`config.mk`:
```
export PLATFORM = sky130hd
export DESIGN_NAME = single_process_array
export DESIGN_NICKNAME = d
export VERILOG_FILES = /design/src/rtl/single_process_array.sv
export SDC_FILE = /design/constraint.sdc
export NUM_CORES = 1
export LEC_CHECK = 0
export ABC_AREA = 0
export BUFFER_PORTS_ARGS = -buffer_cell sky130_fd_sc_hd__clkbuf_2
export CORE_MARGIN = 1.5
export CORE_UTILIZATION = 55
export CTS_BUF_LIST = sky130_fd_sc_hd__clkbuf_8
export CTS_CLUSTER_SIZE = 24
export DETAILED_ROUTE_END_ITERATION = 6
export PLACE_DENSITY = 0.91
export SLEW_MARGIN = 25
export SYNTH_ARGS = -nofsm -noshare
export SYNTH_HDL_FRONTEND = slang
export SYNTH_SLANG_ARGS = --single-unit
```
`constraint.sdc`:
```
create_clock -name clk -period 8.4 [get_ports clk]
set_input_delay 0.42 -clock clk [delete_from_list [all_inputs] [get_ports clk]]
set_output_delay 0.42 -clock clk [all_outputs]
set_load 0.01 [all_outputs]
```
`src/rtl/single_process_array.sv`:
```
// single_process_array: 2x2 "valid" convolution of a 4x4 matrix A with a
// flipped 3x3 kernel B, computed on one shared 8-bit multiply-accumulate
// unit at one product per clock (36 MACs per run). The block is started and
// monitored by a controller through the active_single / done_single handshake.
module single_process_array (
   input  logic       clk,
   input  logic       rst,
   input  logic       active_single,
   input  logic [7:0] a11,
   input  logic [7:0] a12,
   input  logic [7:0] a13,
   input  logic [7:0] a14,
   input  logic [7:0] a21,
   input  logic [7:0] a22,
   input  logic [7:0] a23,
   input  logic [7:0] a24,
   input  logic [7:0] a31,
   input  logic [7:0] a32,
   input  logic [7:0] a33,
   input  logic [7:0] a34,
   input  logic [7:0] a41,
   input  logic [7:0] a42,
   input  logic [7:0] a43,
   input  logic [7:0] a44,
   input  logic [7:0] b11,
   input  logic [7:0] b12,
   input  logic [7:0] b13,
   input  logic [7:0] b21,
   input  logic [7:0] b22,
   input  logic [7:0] b23,
   input  logic [7:0] b31,
   input  logic [7:0] b32,
   input  logic [7:0] b33,
   output logic       done_single,
   output logic [7:0] c11,
   output logic [7:0] c12,
   output logic [7:0] c21,
   output logic [7:0] c22
);

   typedef enum logic [1:0] {
      IDLE = 2'd0,
      RUN  = 2'd1,
      DONE = 2'd2
   } state_t;

   state_t state;
   state_t state_next;

   // Row-major views of the live inputs; only sampled on the snapshot edge.
   logic [7:0] a_in [16];
   logic [7:0] b_in [9];

   // Operands frozen at the start of a run.
   logic [7:0] a_snap [16];
   logic [7:0] b_snap [9];

   // Step counter split as (output index, kernel row, kernel column).
   logic [1:0] out_idx;
   logic [1:0] tap_row;
   logic [1:0] tap_col;
   logic [7:0] acc;

   logic       snap_en;
   logic       mac_en;
   logic       abort_run;
   logic       tap_last;
   logic       last_step;

   logic [1:0] a_row;
   logic [1:0] a_col;
   logic [3:0] a_idx;
   logic [3:0] b_idx;
   logic [7:0] a_sel;
   logic [7:0] b_sel;
   logic [7:0] prod;
   logic [7:0] sum;

   assign a_in[0]  = a11;
   assign a_in[1]  = a12;
   assign a_in[2]  = a13;
   assign a_in[3]  = a14;
   assign a_in[4]  = a21;
   assign a_in[5]  = a22;
   assign a_in[6]  = a23;
   assign a_in[7]  = a24;
   assign a_in[8]  = a31;
   assign a_in[9]  = a32;
   assign a_in[10] = a33;
   assign a_in[11] = a34;
   assign a_in[12] = a41;
   assign a_in[13] = a42;
   assign a_in[14] = a43;
   assign a_in[15] = a44;

   assign b_in[0]  = b11;
   assign b_in[1]  = b12;
   assign b_in[2]  = b13;
   assign b_in[3]  = b21;
   assign b_in[4]  = b22;
   assign b_in[5]  = b23;
   assign b_in[6]  = b31;
   assign b_in[7]  = b32;
   assign b_in[8]  = b33;

   // State register.
   always_ff @(posedge clk or negedge rst) begin
      if (!rst) begin
         state <= IDLE;
      end else begin
         state <= state_next;
      end
   end

   // Next-state logic: dropping active_single always returns to IDLE.
   always_comb begin
      state_next = state;
      unique case (state)
         IDLE: begin
            if (active_single) begin
               state_next = RUN;
            end
         end
         RUN: begin
            if (!active_single) begin
               state_next = IDLE;
            end else if (last_step) begin
               state_next = DONE;
            end
         end
         DONE: begin
            if (!active_single) begin
               state_next = IDLE;
            end
         end
         default: state_next = IDLE;
      endcase
   end

   // FSM outputs: handshake flag and datapath enables.
   always_comb begin
      done_single = 1'b0;
      snap_en     = 1'b0;
      mac_en      = 1'b0;
      abort_run   = 1'b0;
      unique case (state)
         IDLE: snap_en = active_single;
         RUN: begin
            mac_en    = active_single;
            abort_run = !active_single;
         end
         DONE: done_single = 1'b1;
         default: ;
      endcase
   end

   // Operand selection and the single shared multiply-accumulate.
   // Flipped kernel index (2-row)*3 + (2-col) is folded into 8 - (3*row + col).
   always_comb begin
      a_row     = {1'b0, out_idx[1]} + tap_row;
      a_col     = {1'b0, out_idx[0]} + tap_col;
      a_idx     = {a_row, a_col};
      b_idx     = 4'd8 - (({2'b00, tap_row} * 4'd3) + {2'b00, tap_col});
      a_sel     = a_snap[a_idx];
      b_sel     = b_snap[b_idx];
      prod      = a_sel * b_sel;
      sum       = acc + prod;
      tap_last  = (tap_row == 2'd2) && (tap_col == 2'd2);
      last_step = tap_last && (out_idx == 2'd3);
   end

   // Datapath: snapshot, step counters, accumulator and result registers.
   always_ff @(posedge clk or negedge rst) begin
      if (!rst) begin
         a_snap  <= '{default: '0};
         b_snap  <= '{default: '0};
         out_idx <= '0;
         tap_row <= '0;
         tap_col <= '0;
         acc     <= '0;
         c11     <= '0;
         c12     <= '0;
         c21     <= '0;
         c22     <= '0;
      end else if (snap_en) begin
         a_snap  <= a_in;
         b_snap  <= b_in;
         out_idx <= '0;
         tap_row <= '0;
         tap_col <= '0;
         acc     <= '0;
      end else if (abort_run) begin
         out_idx <= '0;
         tap_row <= '0;
         tap_col <= '0;
         acc     <= '0;
      end else if (mac_en) begin
         if (tap_last) begin
            acc <= '0;
            unique case (out_idx)
               2'd0: c11 <= sum;
               2'd1: c12 <= sum;
               2'd2: c21 <= sum;
               2'd3: c22 <= sum;
               default: ;
            endcase
         end else begin
            acc <= sum;
         end
         if (tap_col == 2'd2) begin
            tap_col <= '0;
            if (tap_row == 2'd2) begin
               tap_row <= '0;
               out_idx <= out_idx + 2'd1;
            end else begin
               tap_row <= tap_row + 2'd1;
            end
         end else begin
            tap_col <= tap_col + 2'd1;
         end
      end
   end

endmodule

```
==> metrics <==
status complete, no violations; Seq pwr share 0.394; Synth Instances 865; H-tree levels 2; Gate power share 0.299; met3 usage 0.0685; RePlAce Congestion 0.846; CTS Buffer Depth 3; Post-synth EDFFs 0; CTS Root Cell clkbuf_8; max-slew violation count 0; cts bufs inserted 43; clock sinks 248; Worst path max stage delay 1.01 ns; total wire length 27,900 µm; Worst Path Arrival 8.02 ns; Die Area 23,300 µm²; Max-cap violations 0; Setup TNS 0 ns; Iter 0 DRT Violations 427; TritonRoute pass-1 iters 4; Rel. slew slack 0.398; switching portion of total power 0.311; highest clock rate 132 MHz; CP Class reg -> reg; met1 capacity usage during global routing 0.300; RSZ-0062 raised after global routing no; antenna-violating nets left 0; IO Pins 236; final period utilization 0.901; mean cell area of the mapped netlist 14.2 µm²; minimum clock period 7.57 ns; Post-DP HPWL 20,100 µm; vias in the first global route 8,584; FF+latch count, synth 248; netlist area before placement 12,300 µm²; largest net degree at the start of global routing 201; routed len/inst 19.5 µm; DR vias/cell 5.54; Worst-Margin Slew 0.903 ns; CTS tree yes; Hold Crit Class in -> reg; fraction of registers with async set or reset after synthesis 1.00; worst ir drop on vdd 210 µV; Hold Vio Cnt, Final 0; Worst Path Max Fanout 15; DIE WIDTH 153 µm; gr ovfl total 0; Port Buffers 235; met2 Track Usage GR 0.422; pwr dens 249 nW/µm²; GR peak layer met2; sequential area share after synthesis 0.505; Internal 2.51 mW; nets@finish 1,364; Yosys warning count 0; Mapped Nets 1,115; Distinct cells, synth 51; WHS 0.0954 ns; Cell Rows 54; nature of the critical path startpoint flip-flop; Syn-to-layout area delta 19.0%; Starting Density 0.562; via count 7,918; DRC Markers 0; worst-skew pair later-pin latency 0.56 ns; clock network power share 0.307; core area 21,900 µm²; layout cell share with drive strength beyond 1 0.502; worst clock skew 0.0237 ns; initial antenna violation count 2; leakage power 6.89 nW; CP max stage cell fa_1; Primary FF master, synth dfrtp_1; # setup viols final 0; critical path endpoint category flip-flop; Die Span Y 153 µm; NetSw 1.13 mW; Worst-path clk slew 0.06 ns; Critical Path RT 8.85 ns; overall global routing resource usage 0.246; first-pass GRT wire length 44,900 µm
==> critical path: cells and delay by family (launching register included) <==
| family | cells | cell delay [ns] |
|---|---|---|
| XOR/XNOR | 4 | 0.96 |
| buffers and inverters | 5 | 0.30 |
| adder cells (fa/ha/maj) | 9 | 4.06 |
| flip-flops | 1 | 0.59 |
| AND/OR/NAND/NOR | 3 | 0.76 |
| AO/OA/AOI/OAI | 4 | 0.81 |
==> per-stage QoR <==
| step | total power [mW] | utilization | cell area [µm²] | cells | setup WS, ns |
|---|---|---|---|---|---|
| floorplan | 2.23 | - | 12300 | 865 | 1.79 |
| global placement | 2.49 | 0.625 | 13700 | 1347 | 1.13 |
| detailed placement | 2.55 | 0.625 | 13700 | 1347 | 0.865 |
| CTS | 3.68 | 0.666 | 14600 | 1426 | 0.832 |
| global route | 3.86 | 0.669 | 14600 | 1429 | 0.372 |
| finish | 3.64 | 0.669 | 14600 | 1430 | 0.834 |
==> timing repair <==
action	4_1_cts	5_1_grt
resized for setup	0	0
endpoints found under the hold margin	41	0
hold buffers	1	0
setup buffers	0	0
==> layout make-up <==
cell class              count  area (µm²)
clock inverters            23         136
flip-flops and latches    248        6210
inverters                  44         165
fillers                  1569        7250
well taps                 280         350
diodes                      3        7.51
multi-input cells         531        5710
clock buffers              55         757
repair buffers            246        1310
==> sequential cells by signal, indices dropped and copies added, names as in the netlist <==
signal / count
out_idx: 2
a_snap: 128
c21: 8
c12: 8
tap_row: 2
c22: 8
b_snap: 72
tap_col: 2
c11: 8
state: 2
acc: 8
==> Yosys cell counts, drive strengths merged (2+ instances only) <==
master	count	area share
o21ai	19	0.0077
clkbuf	29	0.0092
o22ai	6	0.0041
buf	11	0.0090
nor2b	4	0.0020
a21o	2	0.0012
inv	44	0.013
a211oi	2	0.0012
fa	19	0.031
xor2	6	0.0049
o211ai	5	0.0031
nor3b	3	0.0018
mux4	38	0.076
mux2i	26	0.021
nand2	60	0.019
dfrtp	248	0.50
ha	28	0.028
a22o	6	0.0043
a32o	2	0.0016
nand2b	2	0.0010
nor3	8	0.0033
xnor3	2	0.0038
xnor2	15	0.012
a21oi	9	0.0040
and2	12	0.0061
nand3	3	0.0016
nor2	13	0.0040
dlymetal6s2s	2	0.0020
mux2	232	0.21
==> worst paths after layout <==
check | startpoint | to | slack, ns | depth (start not counted)
hold reg to reg | c11[5]$_DFFE_PN0P_ | c11[5]$_DFFE_PN0P_ | 0.48 | 2
min in group asynchronous | rst | a_snap[36]$_DFFE_PN0P_ | 0.52 | 2
setup / recovery | tap_col[1]$_DFFE_PN0P_ | c22[7]$_DFFE_PN0P_ | 0.83 | 25
setup reg to reg | tap_col[1]$_DFFE_PN0P_ | c22[7]$_DFFE_PN0P_ | 0.83 | 25
max in group asynchronous | rst | c21[4]$_DFFE_PN0P_ | 6.58 | 3
hold / removal | b31[6] | b_snap[22]$_DFFE_PN0P_ | 0.1 | 2
==> power groups by stage <==
stage	clock (mW)	sequential, mW	combinational (mW)
finish	1.12	1.44	1.09
CTS	1.14	1.44	1.10
floorplan	0	1.42	0.813
global route	1.20	1.46	1.20
detailed placement	0	1.46	1.09
global placement	0	1.45	1.05
==> per-layer routing <==
layer  wire length (µm)  share of wire
met5                  0              0
met4                727          0.026
met3               1970          0.071
met2              14300           0.51
met1              11000           0.39
==> placed cells by master (no fill, tap or decap), types with 4 or more instances in the layout <==
cell and count:
a21oi_1 8, a22o_1 6, and2_1 12, buf_4 7, clkbuf_2 234, clkbuf_8 55
clkinv_2 6, dfrtp_1 248, fa_1 19, ha_1 27, inv_1 56, mux2_2 230
mux2i_1 26, mux4_1 20, mux4_2 18, nand2_1 58, nor2_1 12, nor2b_1 4
nor3_1 8, o211ai_1 5, o21ai_0 12, o21ai_1 7, o22ai_1 4, xnor2_1 12
xor2_1 5
==> kinds of logic (layout without fill, tap and decap cells) <==
logic type	Yosys count	count (layout)	synth area share
multiplexers	296	296	0.309
flip-flops	248	248	0.505
AND/OR/NAND/NOR	111	111	0.0425
buffers and inverters	86	368	0.0336
AO/OA/AOI/OAI	54	54	0.0300
adder cells (fa/ha/maj)	47	47	0.0594
XOR/XNOR	23	23	0.0206
other	0	3	0
(Power assumes the default switching activity.)
